[config.mk]
export PLATFORM = sky130hd
export DESIGN_NAME = countdown_core
export DESIGN_NICKNAME = d
export VERILOG_FILES = /design/src/rtl/countdown_core_pkg.sv /design/src/rtl/countdown_core_bcd_digit_dec.sv /design/src/rtl/countdown_core.sv
export SDC_FILE = /design/constraint.sdc
export NUM_CORES = 1
export LEC_CHECK = 0
export ABC_AREA = 1
export BUFFER_PORTS_ARGS = -buffer_cell sky130_fd_sc_hd__buf_4
export CELL_PAD_IN_SITES_DETAIL_PLACEMENT = 1
export CELL_PAD_IN_SITES_GLOBAL_PLACEMENT = 1
export CORE_MARGIN = 3
export CORE_UTILIZATION = 39
export DETAILED_ROUTE_END_ITERATION = 10
export PLACE_DENSITY = 0.9
export SYNTH_ARGS = -nofsm -noshare
export SYNTH_HDL_FRONTEND = slang
export SYNTH_SLANG_ARGS = --single-unit
[constraint.sdc]
create_clock -name clk -period 2.2 [get_ports clk]
set_input_delay 0.33 -clock clk [delete_from_list [all_inputs] [get_ports clk]]
set_output_delay 0.33 -clock clk [all_outputs]
set_load 0.01 [all_outputs]
[src/rtl/countdown_core_pkg.sv]
// rtl/countdown_core_pkg.sv - shared state encodings, BCD limits and preset helper for the egg timer
package countdown_core_pkg;

  localparam logic [2:0] ST_IDLE  = 3'd0;
  localparam logic [2:0] ST_RUN   = 3'd1;
  localparam logic [2:0] ST_PAUSE = 3'd2;
  localparam logic [2:0] ST_ALARM = 3'd3;
  localparam logic [2:0] ST_DONE  = 3'd4;

  localparam logic [3:0] BCD_MAX_SEC_ONES = 4'd9;
  localparam logic [3:0] BCD_MAX_SEC_TENS = 4'd5;
  localparam logic [3:0] BCD_MAX_MIN_ONES = 4'd9;
  localparam logic [3:0] BCD_MAX_MIN_TENS = 4'd9;

  // Packs a binary mm:ss pair into {min_tens,min_ones,sec_tens,sec_ones}.
  function automatic logic [15:0] to_bcd(input int mm, input int ss);
    logic [3:0] w_mt;
    logic [3:0] w_mo;
    logic [3:0] w_st;
    logic [3:0] w_so;
    w_mt = 4'(mm / 10);
    w_mo = 4'(mm % 10);
    w_st = 4'(ss / 10);
    w_so = 4'(ss % 10);
    return {w_mt, w_mo, w_st, w_so};
  endfunction

endpackage

[src/rtl/countdown_core_bcd_digit_dec.sv]
// rtl/countdown_core_bcd_digit_dec.sv - one BCD digit of the ripple-borrow decrement chain
module countdown_core_bcd_digit_dec
  import countdown_core_pkg::*;
#(
  parameter logic [3:0] MAX_DIGIT = BCD_MAX_SEC_ONES
) (
  input  logic [3:0] i_digit,
  input  logic       i_borrow,
  output logic [3:0] o_digit,
  output logic       o_borrow
);

  logic w_is_zero;

  assign w_is_zero = (i_digit == 4'd0);
  assign o_borrow  = i_borrow && w_is_zero;

  always_comb begin
    o_digit = i_digit;
    if (i_borrow) begin
      if (w_is_zero) begin
        o_digit = MAX_DIGIT;
      end else begin
        o_digit = i_digit - 4'd1;
      end
    end
  end

endmodule

[src/rtl/countdown_core.sv]
// rtl/countdown_core.sv - mm:ss BCD countdown FSM with alarm window, driven by a 1 s tick enable
module countdown_core
  import countdown_core_pkg::*;
#(
  parameter int PRESET_MIN = 3,
  parameter int PRESET_SEC = 0,
  parameter int ALARM_SECS = 10
) (
  input  logic        clk,
  input  logic        reset,
  input  logic        tick_1s,
  input  logic        timer_on,
  input  logic        load,
  output logic [15:0] digits,
  output logic        running,
  output logic        alarm,
  output logic        done
);

  localparam int ACTR_W = (ALARM_SECS < 1) ? 1 : $clog2(ALARM_SECS + 1);
  localparam logic [15:0] PRESET_BCD = to_bcd(PRESET_MIN, PRESET_SEC);
  localparam logic [ACTR_W-1:0] ALARM_END = ACTR_W'(ALARM_SECS);

  generate
    if (PRESET_MIN < 0 || PRESET_MIN > 99 || PRESET_SEC < 0 || PRESET_SEC > 59
        || ALARM_SECS < 0) begin : g_bad_preset
      $error("countdown_core: preset or alarm length out of range");
    end
  endgenerate

  logic [2:0]        r_state;
  logic [15:0]       r_digits;
  logic [ACTR_W-1:0] r_alarm_ctr;

  logic [15:0]       w_dec_digits;
  logic [3:0]        w_borrow;
  logic              w_at_zero;
  logic              w_dec_zero;
  logic [ACTR_W-1:0] w_ctr_next;

  countdown_core_bcd_digit_dec #(.MAX_DIGIT(BCD_MAX_SEC_ONES)) u_sec_ones (
    .i_digit  (r_digits[3:0]),
    .i_borrow (1'b1),
    .o_digit  (w_dec_digits[3:0]),
    .o_borrow (w_borrow[0])
  );

  countdown_core_bcd_digit_dec #(.MAX_DIGIT(BCD_MAX_SEC_TENS)) u_sec_tens (
    .i_digit  (r_digits[7:4]),
    .i_borrow (w_borrow[0]),
    .o_digit  (w_dec_digits[7:4]),
    .o_borrow (w_borrow[1])
  );

  countdown_core_bcd_digit_dec #(.MAX_DIGIT(BCD_MAX_MIN_ONES)) u_min_ones (
    .i_digit  (r_digits[11:8]),
    .i_borrow (w_borrow[1]),
    .o_digit  (w_dec_digits[11:8]),
    .o_borrow (w_borrow[2])
  );

  countdown_core_bcd_digit_dec #(.MAX_DIGIT(BCD_MAX_MIN_TENS)) u_min_tens (
    .i_digit  (r_digits[15:12]),
    .i_borrow (w_borrow[2]),
    .o_digit  (w_dec_digits[15:12]),
    .o_borrow (w_borrow[3])
  );

  // A borrow out of the top digit only happens when every digit is zero.
  assign w_at_zero  = w_borrow[3];
  assign w_dec_zero = (w_dec_digits == 16'h0000);
  assign w_ctr_next = r_alarm_ctr + ACTR_W'(1);

  always_ff @(posedge clk) begin
    if (reset || load) begin
      r_state     <= ST_IDLE;
      r_digits    <= PRESET_BCD;
      r_alarm_ctr <= '0;
    end else begin
      case (r_state)
        ST_IDLE: begin
          if (timer_on) begin
            if (w_at_zero) begin
              r_state     <= ST_ALARM;
              r_alarm_ctr <= '0;
            end else begin
              r_state <= ST_RUN;
            end
          end
        end
        ST_RUN: begin
          // Reaching 00:00 wins over a simultaneous pause request.
          if (tick_1s && !w_at_zero) begin
            r_digits <= w_dec_digits;
            if (w_dec_zero) begin
              r_state     <= ST_ALARM;
              r_alarm_ctr <= '0;
            end else if (!timer_on) begin
              r_state <= ST_PAUSE;
            end
          end else if (!timer_on) begin
            r_state <= ST_PAUSE;
          end
        end
        ST_PAUSE: begin
          if (timer_on) begin
            r_state <= ST_RUN;
          end
        end
        ST_ALARM: begin
          r_digits <= 16'h0000;
          if (ALARM_SECS == 0 || !timer_on) begin
            r_state <= ST_DONE;
          end else if (tick_1s) begin
            r_alarm_ctr <= w_ctr_next;
            if (w_ctr_next == ALARM_END) begin
              r_state <= ST_DONE;
            end
          end
        end
        ST_DONE: begin
          r_digits <= 16'h0000;
        end
        default: begin
          r_state <= ST_IDLE;
        end
      endcase
    end
  end

  assign digits  = r_digits;
  assign running = (r_state == ST_RUN);
  assign alarm   = (r_state == ST_ALARM);
  assign done    = (r_state == ST_DONE);

endmodule

==> results of run 1 <==
==> cell usage in the layout (no fill, tap or decap), types with 2 or more instances in the layout <==
master	synthesis	layout
clkinvlp_4	0	2
a21oi_2	2	2
a21oi_1	15	15
dfxtp_1	23	23
buf_4	1	32
nand2_1	70	70
nand2_2	5	5
nor2_4	4	4
o21ai_0	12	12
nand2_4	4	4
nor2_1	24	24
nand3_1	10	10
ha_1	2	2
inv_2	2	2
inv_1	28	27
xor2_1	2	2
clkbuf_8	0	3
nor3_1	3	3
nand4_1	2	2
nor2_2	3	3
==> stage by stage <==
step / utilization, % / area [um2] / setup slack (ns)
after global routing: 52.06 / 1833 / -0.001539
after detailed placement: 49.61 / 1747 / 0.2477
after floorplan: - / 1494 / 0.5362
after global placement: 49.61 / 1747 / 0.3827
after CTS: 51.00 / 1795 / 0.1161
final: 52.06 / 1833 / 0.1785
==> synth_stat cells, drive strengths merged <==
master | instances | area, um2
nand2 | 79 | 339.1
nor2 | 32 | 173.9
inv | 30 | 112.6
dfxtp | 23 | 460.4
a21oi | 18 | 108.9
o21ai | 12 | 60.06
nand3 | 11 | 60.06
nor3 | 3 | 15.01
a211oi | 2 | 20.02
a31oi | 2 | 12.51
buf | 2 | 18.77
clkinv | 2 | 8.750
ha | 2 | 25.02
nand4 | 2 | 12.51
xor2 | 2 | 17.52
clkbuf | 1 | 3.750
nand3b | 1 | 7.510
nor3b | 1 | 7.510
o211ai | 1 | 7.510
o22ai | 1 | 6.260
o311ai | 1 | 8.760
o31ai | 1 | 7.510
==> flip-flops by register name (all words and copies together) (netlist names) <==
signal,count
digits,16
r_alarm_ctr,4
r_state,3
==> report_power, final <==
part	switching, mW	internal (mW)
logic	0.0594	0.0361
clock network	0.164	0.129
registers	0.00676	0.421
==> layout make-up <==
| cell class | count | area [um2] | area share [%] |
|---|---|---|---|
| Multi-Input combinational cell | 171 | 895.9 | 48.87 |
| Clock inverter | 1 | 7.507 | 0.4096 |
| Timing Repair inverter | 1 | 5.005 | 0.2730 |
| Sequential cell | 23 | 460.4 | 25.12 |
| Inverter | 32 | 125.1 | 6.826 |
| Timing Repair Buffer | 32 | 240.2 | 13.11 |
| Clock buffer | 3 | 41.29 | 2.253 |
| Tap cell | 46 | 57.56 | 3.140 |
==> metal layers <==
metal | routed length (um) | global-route usage [%]
met5 | 0 | 0
met4 | 82 | 7.444
met3 | 152 | 4.598
met2 | 2349 | 35.72
met1 | 2000 | 25.62
==> worst max-delay path, cell delays in order, from the launching register on <==
cell	delay (ns)
dfxtp_1	0.40
nor2_4	0.20
nand2_4	0.10
nor2_8	0.21
nand3_2	0.10
inv_2	0.05
nand2_1	0.06
nand2_1	0.06
inv_1	0.04
nand2_2	0.12
clkinvlp_2	0.26
o21ai_0	0.19
a21oi_1	0.10
==> path summary, 6_finish.rpt <==
path	endpoint	slack (ns)	depth (start not counted)
min	digits[9]	0.41	4
max reg2reg	digits[2]	0.18	12
min reg2reg	digits[7]	0.49	2
max	digits[2]	0.18	12
==> what timing repair did <==
item	CTS	global route
endpoints found under the setup margin	0	1
setup buffers	0	3
gates resized for setup	0	2
==> logic make-up (layout without fill, tap and decap cells) <==
logic type	Yosys count	after routing	share of synthesized area, %
compound gates	38	38	15.50
xor+xnor	2	2	1.173
simple gates	129	129	41.21
fa+ha+maj	2	2	1.675
flops	23	23	30.82
buf+inv	35	69	9.631
==> metrics.txt, run 1 <==
Slew headroom=68.21%; Starting Density=42.43%; CTS tree=yes; Post-Synthesis Mean Instance Area=6.524 um2; clock-pin slew on the worst setup and hold paths=0.09 ns; PD cells=445.2 mW/mm2; VDD IR max=0.0002946 V; Hold Buf Count CTS=0; Finish-stage setup viols=0; number of H-tree levels=1; wire length of the first global-routing pass=7238 um; min-delay src=reset; maxcap violations=0; row cnt=21; yosys warns=0; worst endpoint required time=2.37 ns; Iteration-0 DRC Markers=87; worst-margin pin slew=0.4732 ns; period utilization=91.89%; Final Skew=0.003930 ns; Yosys reg bits=23; vias in the first global route=1572; status=completed; first-pass iteration count of the detailed router=4; fraction of layout cells with a size suffix above 1=24.33%; GR Util All Layers=20.87%; initial antenna violation count=0; Die H=67.89 um; CP Max Fanout=10; Root Driver=clkbuf_8; final hold vios=0; Max Clk Rate=494.7 MHz; Synth Net Count=236; Synth Cell Area=0.001494 mm2; clk_lat worst skew=0.28 ns; number of top-level pins=24; Post-route DRC=0; crit start category=flip-flop; die area=0.004609 mm2; Final ANT Viol Nets=0; DR vias/cell=5.230; I/O Buffers=23; worst min path class=input pin to flip-flop; Worst Path Arrival=2.20 ns; Distinct cells, synth=34; CP Launch Point=digits[0]; total clock buffers created by CTS=3; fillers=510; routability congestion estimate from global placement=0.8833; Antenna Cells=0; Max Root-Sink Buffers=2; Worst R2R Start=digits[0]; critical path endpoint category=flip-flop; final WL=4585 um; Core ar.=0.003521 mm2; Die Wd=67.89 um; Setup TNS=0 ns; placed insts=301; final hold slack=0.4140 ns; Vias=1616; non-filler cells in the finished layout=309; Cells after Synth=229; Slew Viols, Final=0; NumNets Final=271; post-DP HPWL=3261 um; Final min period=2.021 ns; largest net degree at the start of global routing=15; Crit Path Class=flip-flop to flip-flop; routed len/inst=14.84 um; sequential share of the synthesized area=30.82%; P_leak=0.8164 nW; Area Overhead vs Synth=22.70%; Tot Pwr=0.8160 mW; grt ovf=0; clock sinks=23
Note: power is estimated with default switching activity, not from simulation.
==> inputs of run 2 (changes only) <==
Settings changed: CORE_ASPECT_RATIO set to 1.2, SETUP_SLACK_MARGIN set to 0.2.
==> run 2 against run 1 <==
Utilization fell by 1.6 points. Critical path type unchanged. Power fell by 1.6%. Clock skew rose by 0.00084 ns. Sequential share of layout area fell by 0.20 points. Clock power fell by 3%. First-iteration DRC count fell by 61%. Via count fell by 1.5%. Final cell count rose by 1.6%. Largest power group unchanged. Global-route usage fell by 2.5 points.
==> metrics.txt, run 2 (synthesized netlist as in run 1, its figures left out) <==
Crit path buffers/inverters=3; fin area=0.001848 mm2; Post-route DRC=0; Iteration-0 DRC Markers=34; initial antenna violation count=0; Die H=73.80 um; Crit Path Class=flip-flop to flip-flop; DR vias/cell=5.070; fillers=520; number of top-level pins=24; CP Max Fanout=11; fraction of layout cells with a size suffix above 1=24.05%; Final min period=1.933 ns; PD cells=434.6 mW/mm2; routability congestion estimate from global placement=0.7747; status=completed; Max Clk Rate=517.5 MHz; most frequent cells in the layout=nand2_1 (70), buf_4 (31), inv_1 (27), nor2_1 (23), dfxtp_1 (23); cells along the critical path=nor2_4, nand2_4, nor2_8, nand3_2, inv_2, nand2_1, nand2_1, inv_1, nand2_2, nand2_4, inv_2, nor3b_1, nor3_1; routed len/inst=13.93 um; maxcap violations=0; Worst path slowest cell=dfxtp_1; final hold vios=0; post-DP HPWL=3123 um; I/O Buffers=23; Final ANT Viol Nets=0; final hold slack=0.3565 ns; Starting Density=40.78%; Core ar.=0.003664 mm2; critical path endpoint category=flip-flop; Worst path top cell family by delay=simple AND/OR/NAND/NOR gates; NumNets Final=270; GR Util All Layers=18.36%; unrepaired setup endpoints after global routing=true; largest net degree at the start of global routing=15; Worst Path Arrival=2.13 ns; number of H-tree levels=1; grt ovf=0; Slew headroom=62.16%; Finish-stage setup viols=0; die area=0.004613 mm2; Root Driver=clkbuf_8; row cnt=24; Die Wd=62.50 um; worst endpoint required time=2.39 ns; Tot Pwr=0.8032 mW; vias in the first global route=1544; clock-pin slew on the worst setup and hold paths=0.09 ns; VDD IR max=0.0002644 V; final WL=4373 um; Cell Area, Placed=0.001732 mm2; clk_lat worst skew=0.28 ns; Max Root-Sink Buffers=2; crit start category=flip-flop; worst-margin pin slew=0.5670 ns; worst min path class=input pin to flip-flop; Setup TNS=0 ns; P_leak=0.8237 nW; Area Overhead vs Synth=23.70%; total clock buffers created by CTS=3; clock sinks=23; CTS tree=yes; first-pass iteration count of the detailed router=4; Slew Viols, Final=0; wire length of the first global-routing pass=6837 um; commonest non-fill, non-tap cell in the layout=nand2_1; Hold Buf Count CTS=0; period utilization=87.84%; Antenna Cells=0; Largest register FFs=16; Vias=1592; crit-path max cell delay=0.39 ns; Final Skew=0.004773 ns
## run 2: area by class of cell
class	instances	area, um2	area share [%]
multi-input cells	172	918.4	49.70
clock inverters	1	5.005	0.2708
repair buffers	31	232.7	12.59
well taps	52	65.06	3.521
flip-flops and latches	23	460.4	24.92
clock buffers	3	41.29	2.234
inverters	32	125.1	6.770
## run 2: report_power, final
| group | internal [mW] | switching (mW) |
|---|---|---|
| sequential | 0.421 | 0.00665 |
| combinational | 0.0345 | 0.0585 |
| clock | 0.127 | 0.156 |
## run 2: metrics by stage
stage	setup WS, ns	instances	util (%)
floorplan	0.5362	229	-
global placement	0.3646	304	47.27
detailed placement	0.2164	304	47.27
CTS	0.2010	308	48.53
global route	0.1179	314	50.44
finish	0.2675	314	50.44
## run 2: tightest hold or removal path, stage by stage
cell and delay [ns]:
buf_4 0.08, nor2_1 0.07, nand2_1 0.08, nor2_1 0.04
## run 2: per-layer routing
layer	wire length, um	track usage (%)
met1	1845	20.32
met2	2324	35.90
met3	110	2.141
met4	92	6.863
met5	0	0
## run 2: worst paths after layout
path / startpoint / end / slack (ns) / cells past startpoint
worst min register to register: r_alarm_ctr[3] / r_alarm_ctr[3] / 0.52 / 2
worst max-delay path: digits[4] / digits[6] / 0.27 / 13
worst min-delay path: reset / r_alarm_ctr[2] / 0.36 / 4
worst max register to register: digits[4] / digits[6] / 0.27 / 13
## run 2: repair_timing
action / 4_1_cts / 5_1_grt
resized for setup: 0 / 6
setup buffers: 0 / 5
endpoints found under the hold margin: 0 / 0
endpoints found under the setup margin: 0 / 20
